<file path="src/rtl/serial_word_packer_fifo.sv">
// Packs qualified serial bits MSB-first into WIDTH-bit words and buffers them in a FWFT FIFO.
// A word is readable one cycle after its last bit is sampled. When the FIFO is full and not popped, the word is dropped and sticky overflow is raised.
module serial_word_packer_fifo #(
  parameter int WIDTH = 8,
  parameter int DEPTH = 4
) (
  input  logic                       clk,
  input  logic                       rst_n,
  input  logic                       bit_valid,
  input  logic                       bit_in,
  input  logic                       rd_en,
  output logic [WIDTH-1:0]           rd_data,
  output logic                       empty,
  output logic                       full,
  output logic [$clog2(DEPTH):0]     count,
  output logic                       overflow
);

  localparam int AW = $clog2(DEPTH);
  localparam int CW = AW + 1;
  localparam int BW = $clog2(WIDTH);

  // Only WIDTH-1 history bits are needed; the incoming bit completes the word.
  logic [WIDTH-2:0] sr;
  logic [BW-1:0]    bcnt;
  logic [AW-1:0]    wr_ptr;
  logic [AW-1:0]    rd_ptr;
  logic [WIDTH-1:0] mem [DEPTH];

  logic [WIDTH-1:0] word_dat;
  logic             word_done;
  logic             pop;
  logic             push;

  assign word_dat  = {sr, bit_in};
  assign word_done = bit_valid && (bcnt == BW'(WIDTH-1));
  assign pop       = rd_en && !empty;
  // A pop on the same edge frees a slot, so a push into a full FIFO still succeeds.
  assign push      = word_done && (!full || pop);

  assign empty   = (count == '0);
  assign full    = (count == CW'(DEPTH));
  assign rd_data = empty ? '0 : mem[rd_ptr];

  always_ff @(posedge clk or negedge rst_n) begin
    if (!rst_n) begin
      sr       <= '0;
      bcnt     <= '0;
      wr_ptr   <= '0;
      rd_ptr   <= '0;
      count    <= '0;
      overflow <= 1'b0;
    end else begin
      if (bit_valid) begin
        sr   <= word_dat[WIDTH-2:0];
        bcnt <= word_done ? '0 : bcnt + BW'(1);
      end
      if (push) wr_ptr <= wr_ptr + AW'(1);
      if (pop)  rd_ptr <= rd_ptr + AW'(1);
      if (push && !pop)
        count <= count + CW'(1);
      else if (pop && !push)
        count <= count - CW'(1);
      if (word_done && !push) overflow <= 1'b1;
    end
  end

  always_ff @(posedge clk) begin
    if (push) mem[wr_ptr] <= word_dat;
  end

endmodule

</file>
<file path="config.mk">
export PLATFORM = sky130hd
export DESIGN_NAME = serial_word_packer_fifo
export DESIGN_NICKNAME = d
export VERILOG_FILES = /design/src/rtl/serial_word_packer_fifo.sv
export SDC_FILE = /design/constraint.sdc
export NUM_CORES = 1
export LEC_CHECK = 0
export CORE_MARGIN = 1
export CORE_UTILIZATION = 42
export CTS_BUF_LIST = sky130_fd_sc_hd__clkbuf_8
export CTS_CLUSTER_DIAMETER = 80
export DETAILED_ROUTE_END_ITERATION = 12
export PLACE_DENSITY = 0.66
export RECOVER_POWER = 100
export SYNTH_ARGS = -nofsm -noshare
export SYNTH_HDL_FRONTEND = slang
export SYNTH_SLANG_ARGS = --single-unit
</file>
<file path="constraint.sdc">
create_clock -name clk -period 1.9 [get_ports clk]
set_input_delay 0.475 -clock clk [delete_from_list [all_inputs] [get_ports clk]]
set_output_delay 0.475 -clock clk [all_outputs]
set_load 0.005 [all_outputs]
</file>
## After elaboration in Yosys (flattened, before gate mapping)

Memory sizes are Yosys's and may differ from the RTL's.
Index checks and enable logic that the tools add are counted.

| storage, ports and cells | value |
|---|---|
| register bits | 18 |
| input bits | 5 |
| RAM bits | 32 |
| memories | 1 |
| output and inout bits | 14 |

Memories:

| name | depth | width | rd ports | clocked after Yosys merged registers in | write ports | line | RTL |
|---|---|---|---|---|---|---|---|
| mem | 4 | 8 | 1 | 0 | 1 | 28 | `logic [WIDTH-1:0] mem [DEPTH];` |

| operators by class | value |
|---|---|
| muxes and demuxes | 6 |
| reductions and logical operators | 13 |
| eq/ne operators | 2 |
| add/sub/neg operators | 5 |

Operators by type and width:

| kind | count |
|---|---|
| 3-bit two-way mux | 3 |
| 8-bit two-way mux | 1 |
| 3-bit by 1-bit adder with 3-bit output, second input constant | 2 |
| 3-bit == test, second input constant | 2 |
| 1-bit logical AND | 6 |
| 2-bit by 1-bit adder with 2-bit output, second input constant | 2 |
| 1-bit logical NOT | 4 |
| 3-bit logical NOT | 1 |
| 3-bit by 1-bit subtractor with 3-bit output, second input constant | 1 |
| 1-bit two-way mux | 2 |
| 2-bit nonzero test | 1 |
| 1-bit logical OR | 1 |

## Longest topological paths before layout

| logic depth | value |
|---|---|
| depth after elaboration | 9 |
| depth in mapped cells | 10 |

## Worst setup path after synthesis

Ideal clock, no wire load.

| timing path | value |
|---|---|
| path kind | register -> register |
| start point | register bcnt[0] |
| end point | register count[2] |
| period minus slack after synthesis | 2047 ps |
| path buffers | 0 |
| arrival time | 1968 ps |
| slack | -147 ps |
| cell stages (with the launch flop) | 11 |
| cells stage by stage | dfrtp_1 -> ha_1 -> ha_1 -> nand2_1 -> a21oi_2 -> ha_1 -> inv_1 -> fa_1 -> xor2_1 -> nor2_1 -> xor2_1 |

| on the way | value |
|---|---|
| longest elaborated chain between the ends | 6 |
| elaborated cells between the ends (all ways) | 8 |
| those cells by class | 1 x eq/ne; 1 x mux; 6 x reduce/logical |

RTL lines:

| what | line | RTL |
|---|---|---|
| from (decl) | 25 | `logic [BW-1:0] bcnt;` |
| from (signal assigned) | 56 | `bcnt <= word_done ? '0 : bcnt + BW'(1);` |
| 3-bit == test (*) | 36 | `assign word_done = bit_valid && (bcnt == BW'(WIDTH-1));` |
| 1-bit logical AND (*) | 36 |  |
| 1-bit logical AND (*) | 39 | `assign push = word_done && (!full \|\| pop);` |
| via push | 33 | `logic push;` |
| 1-bit logical NOT | 62 | `else if (pop && !push)` |
| 1-bit logical AND | 62 |  |
| 2-bit nonzero test (no line) | n/a |  |
| to (signal assigned) | 61 | `count <= count + CW'(1);` |
| to (signal assigned) | 63 | `count <= count - CW'(1);` |
| to (decl) | 15 | `output logic [$clog2(DEPTH):0] count,` |

Mark *: on every way through the listed nets, which the timed path passes. The rest lies on a longest branch.
A chain may end at the register's enable or synchronous reset.

## Worst setup path after layout

| timing path | value |
|---|---|
| start point | register rd_ptr[0] |
| end point | output rd_data[5] |

| on the way | value |
|---|---|
| longest elaborated chain between the ends | 2 |

RTL lines:

| what | line | RTL |
|---|---|---|
| from (decl) | 27 | `logic [AW-1:0] rd_ptr;` |
| from (signal assigned) | 59 | `if (pop) rd_ptr <= rd_ptr + AW'(1);` |
| memory read 4 x 8 bit | n/a |  |
| 8-bit two-way mux | 43 | `assign rd_data = empty ? '0 : mem[rd_ptr];` |
| to (decl) | 12 | `output logic [WIDTH-1:0] rd_data,` |

Every way passes these cells.

==> summary.md <==
• 0 — initial antenna violation count
• 3730 µm — final routed wirelength across all metal layers
• 50 — clock sink count
• flip-flop — critical path launch point type
• 118 — gate count after technology mapping
• 4.76 — vias per inst
• done — TritonCTS clock tree
• 2.14 ns — minimum clock period after layout
• buf_6 > buf_6 > mux4_2 > and2_1 > buf_2 — cells along the critical path
• 23 — Distinct cells, synth
• rd_data[5] — Worst setup endpoint
• 50 — number of synthesized register bits
• 0 — DRC
• 2 — number of levels the H-tree was split into
• reg -> out — critical setup path kind
• 0.00851 ns — worst clock skew
• 4 — first-pass iteration count of the detailed router
• multiplexers — dominant delay contributor by cell family on the critical path
• 0 — max-cap violations
• 0.773 — gpl congestion
• edfxtp_1 (32), buf_4 (21), dfrtp_1 (17) — commonest cells after routing, fill and taps aside
• 59.7% — post-route core utilization
• 1157 — detailed-route via count
• 36.0% — proportion of synthesized flip-flops having asynchronous set or reset
• 68 — Iteration-0 DRC Markers
• 10 — endpoints failing setup
• negative setup slack — violated checks
• yes — RSZ-0062 raised after global routing
• output port — CP Capture Type
• 0 — ANT nets after route
• 113% — period utilization
• 2500 µm — detailed-placement wirelength estimate
• rd_ptr[0] — Worst setup startpoint
• edfxtp_1 — leading cell type in the layout, fill and taps excluded
• 5 — number of stages on the worst setup path
• 18 — Port Buffer Count
• 25 — Std-Cell Rows
• 0 — Post-CTS Hold Buffers
• clkbuf_8 — root cell of the clock tree
• 5 — TritonCTS Buffers
• 0.09 ns — CTS clock-pin slew for the worst setup and hold paths
• 380 — fillers
• 0.00115 µW — Leakage
• 0.50 ns — Slowest Stage Delay on Critical Path
• 3 — number of buffers and inverters on the critical path
• 188 — number of nets at the end of the flow
• 36.3% — area growth from synthesis to layout
• 43.8% — initial core utilization
• 468 MHz — maximum frequency from static timing analysis
• 4140 µW — Pwr Total
• 46.0% — proportion of layout cells with a drive suffix above 1
• 2 — Max Root-Sink Buffers
• reg -> reg — path type of the worst min-delay path
• 1.66 ns — arrival time reported for the critical path endpoint
• 1520 µm — routed length on met1
• met4 — top routing layer in use
• 2840 µm² — Final Instance Area
• 243 — final standard cell count with taps included and fillers excluded
• 0 — count of antenna diodes in the layout
• 19 — io pins
• 0 — Final Hold Violating Endpoints
• 72.5 µm — Die X
• 4750 µm² — core area
• 15.3 µm — average wire per cell in the routed design
• 1.42 ns — WP data required
• edfxtp_1 — dominant synthesized flop cell
• 17.7 µm² — average size of a mapped cell
• 72.5 µm — Die Span Y
• 67.7% — sequential-to-total area share from yosys stat
• 0 — number of warnings issued by yosys
• count[1] — r2r startpoint
• finished, violations left — status
• 30.3% — worst-case headroom to the max-slew limit
• 221 — number of placed cells counting well taps
• 98 µm — Routed met3 length
• count[2] — destination of the worst register-to-register timing path
• 19 — maximum number of pins on one net before global-route repair
• 16.6% — GR Util All Layers
• buf_6 — Most Frequent Cell on Critical Path
• 0 — leftover overflow at the end of global routing
• -0.18 ns — register-to-register path setup slack
• 2060 µm — total met2 wirelength after detailed routing
• 1.05 ns — slew of the pin with the lowest slew margin
• 0 — number of pins exceeding their max-slew limit in the final report
• 0.000589 V — maximum VDD drop
• 6160 µm — first-pass GRT wire length
• 2560 µm² — post-placement cell area
• 1238 — via count of the first global-routing pass
• -1.96 ns — final sum of negative setup slack
• 32 — number of enable flip-flop cells after synthesis
• 0.30 ns — worst skew pair latency
• 2 — worst-path fanout max
• 2080 µm² — area of the mapped netlist
• 5250 µm² — full die area
• 9 — depth of the most critical reg-to-reg path
• 1460 nW/µm² — pwr/cell area
• mux4_2 — critical-path cell with the highest stage delay
• 131 — syn nets
• -0.238 ns — final critical-path setup slack
## what timing repair did
item,CTS,global route
pin swaps,12,6
buffers inserted,11,3
gates resized for setup,50,10
setup endpoints to repair,13,11
## kinds of logic after synthesis
family	share of synthesized area, %
adder cells (fa/ha/maj)	5.16
buffers and inverters	2.82
AND/OR/NAND/NOR	6.30
XOR/XNOR	2.52
AO/OA/AOI/OAI	1.44
flip-flops	67.7
multiplexers	14.0
## per-layer routing
metal | GRT usage (%) | vias to the layer above
met5 | 0 | -
met1 | 18.9 | 589
met2 | 29.9 | 18
met3 | 4.17 | 7
met4 | 6.54 | 0
li1 | - | 543
## worst min-delay path by stage
stage | depth (start not counted) | slack, ns | endpoint | startpoint
floorplan | 0 | 0.18 | bcnt[0] | rst_n
global placement | 1 | 0.46 | overflow | overflow
detailed placement | 1 | 0.46 | overflow | overflow
CTS | 1 | 0.48 | overflow | overflow
global route | 1 | 0.51 | overflow | overflow
finish | 1 | 0.47 | overflow | overflow
## synthesized netlist by cell type (all sizes together) (2+ instances only)
| cell type | count | area (µm²) |
|---|---|---|
| buf | 3 | 27.5 |
| mux4 | 8 | 180 |
| xor2 | 2 | 17.5 |
| xnor2 | 4 | 35.0 |
| nand2 | 3 | 11.3 |
| inv | 7 | 26.3 |
| ha | 7 | 87.6 |
| dfrtp | 18 | 450 |
| edfxtp | 32 | 961 |
| and2 | 12 | 75.1 |
| mux2 | 10 | 113 |
| nor2 | 2 | 7.51 |
## registers in the layout, summed over array words and instances, names as in the netlist
register	cells
bcnt	3
count	3
mem	32
overflow	1
rd_ptr	2
sr	7
wr_ptr	2
## stage by stage
step	hold WS, ns	worst slack [ns]
after detailed placement	0.463	-0.346
after floorplan	0.179	-0.0375
after global placement	0.458	-0.288
after global routing	0.512	-0.297
final	0.474	-0.238
after CTS	0.484	-0.255
## worst register-to-register path, delay by kind of cell (launching register included)
kind,cells,cell delay (ns)
AND/OR/NAND/NOR,3,0.64
buffers and inverters,2,0.21
adder cells (fa/ha/maj),2,0.45
flip-flops,1,0.41
XOR/XNOR,2,0.30
## where the power goes
group	leakage [µW]	internal (µW)	switching, µW
logic	0.000581	1140	626
clock network	0.0000658	521	336
registers	0.000502	1380	137
## area by class of cell
type                    count  area (µm²)  area share [%]
clock buffers               5        68.8            2.42
clock inverters             3        63.8            2.25
inverters                   7        26.3           0.925
multi-input cells          57         666            23.4
flip-flops and latches     50        1410            49.7
well taps                  67        83.8            2.95
repair buffers             54         519            18.3
No activity file was read; power rests on OpenSTA's default activity.
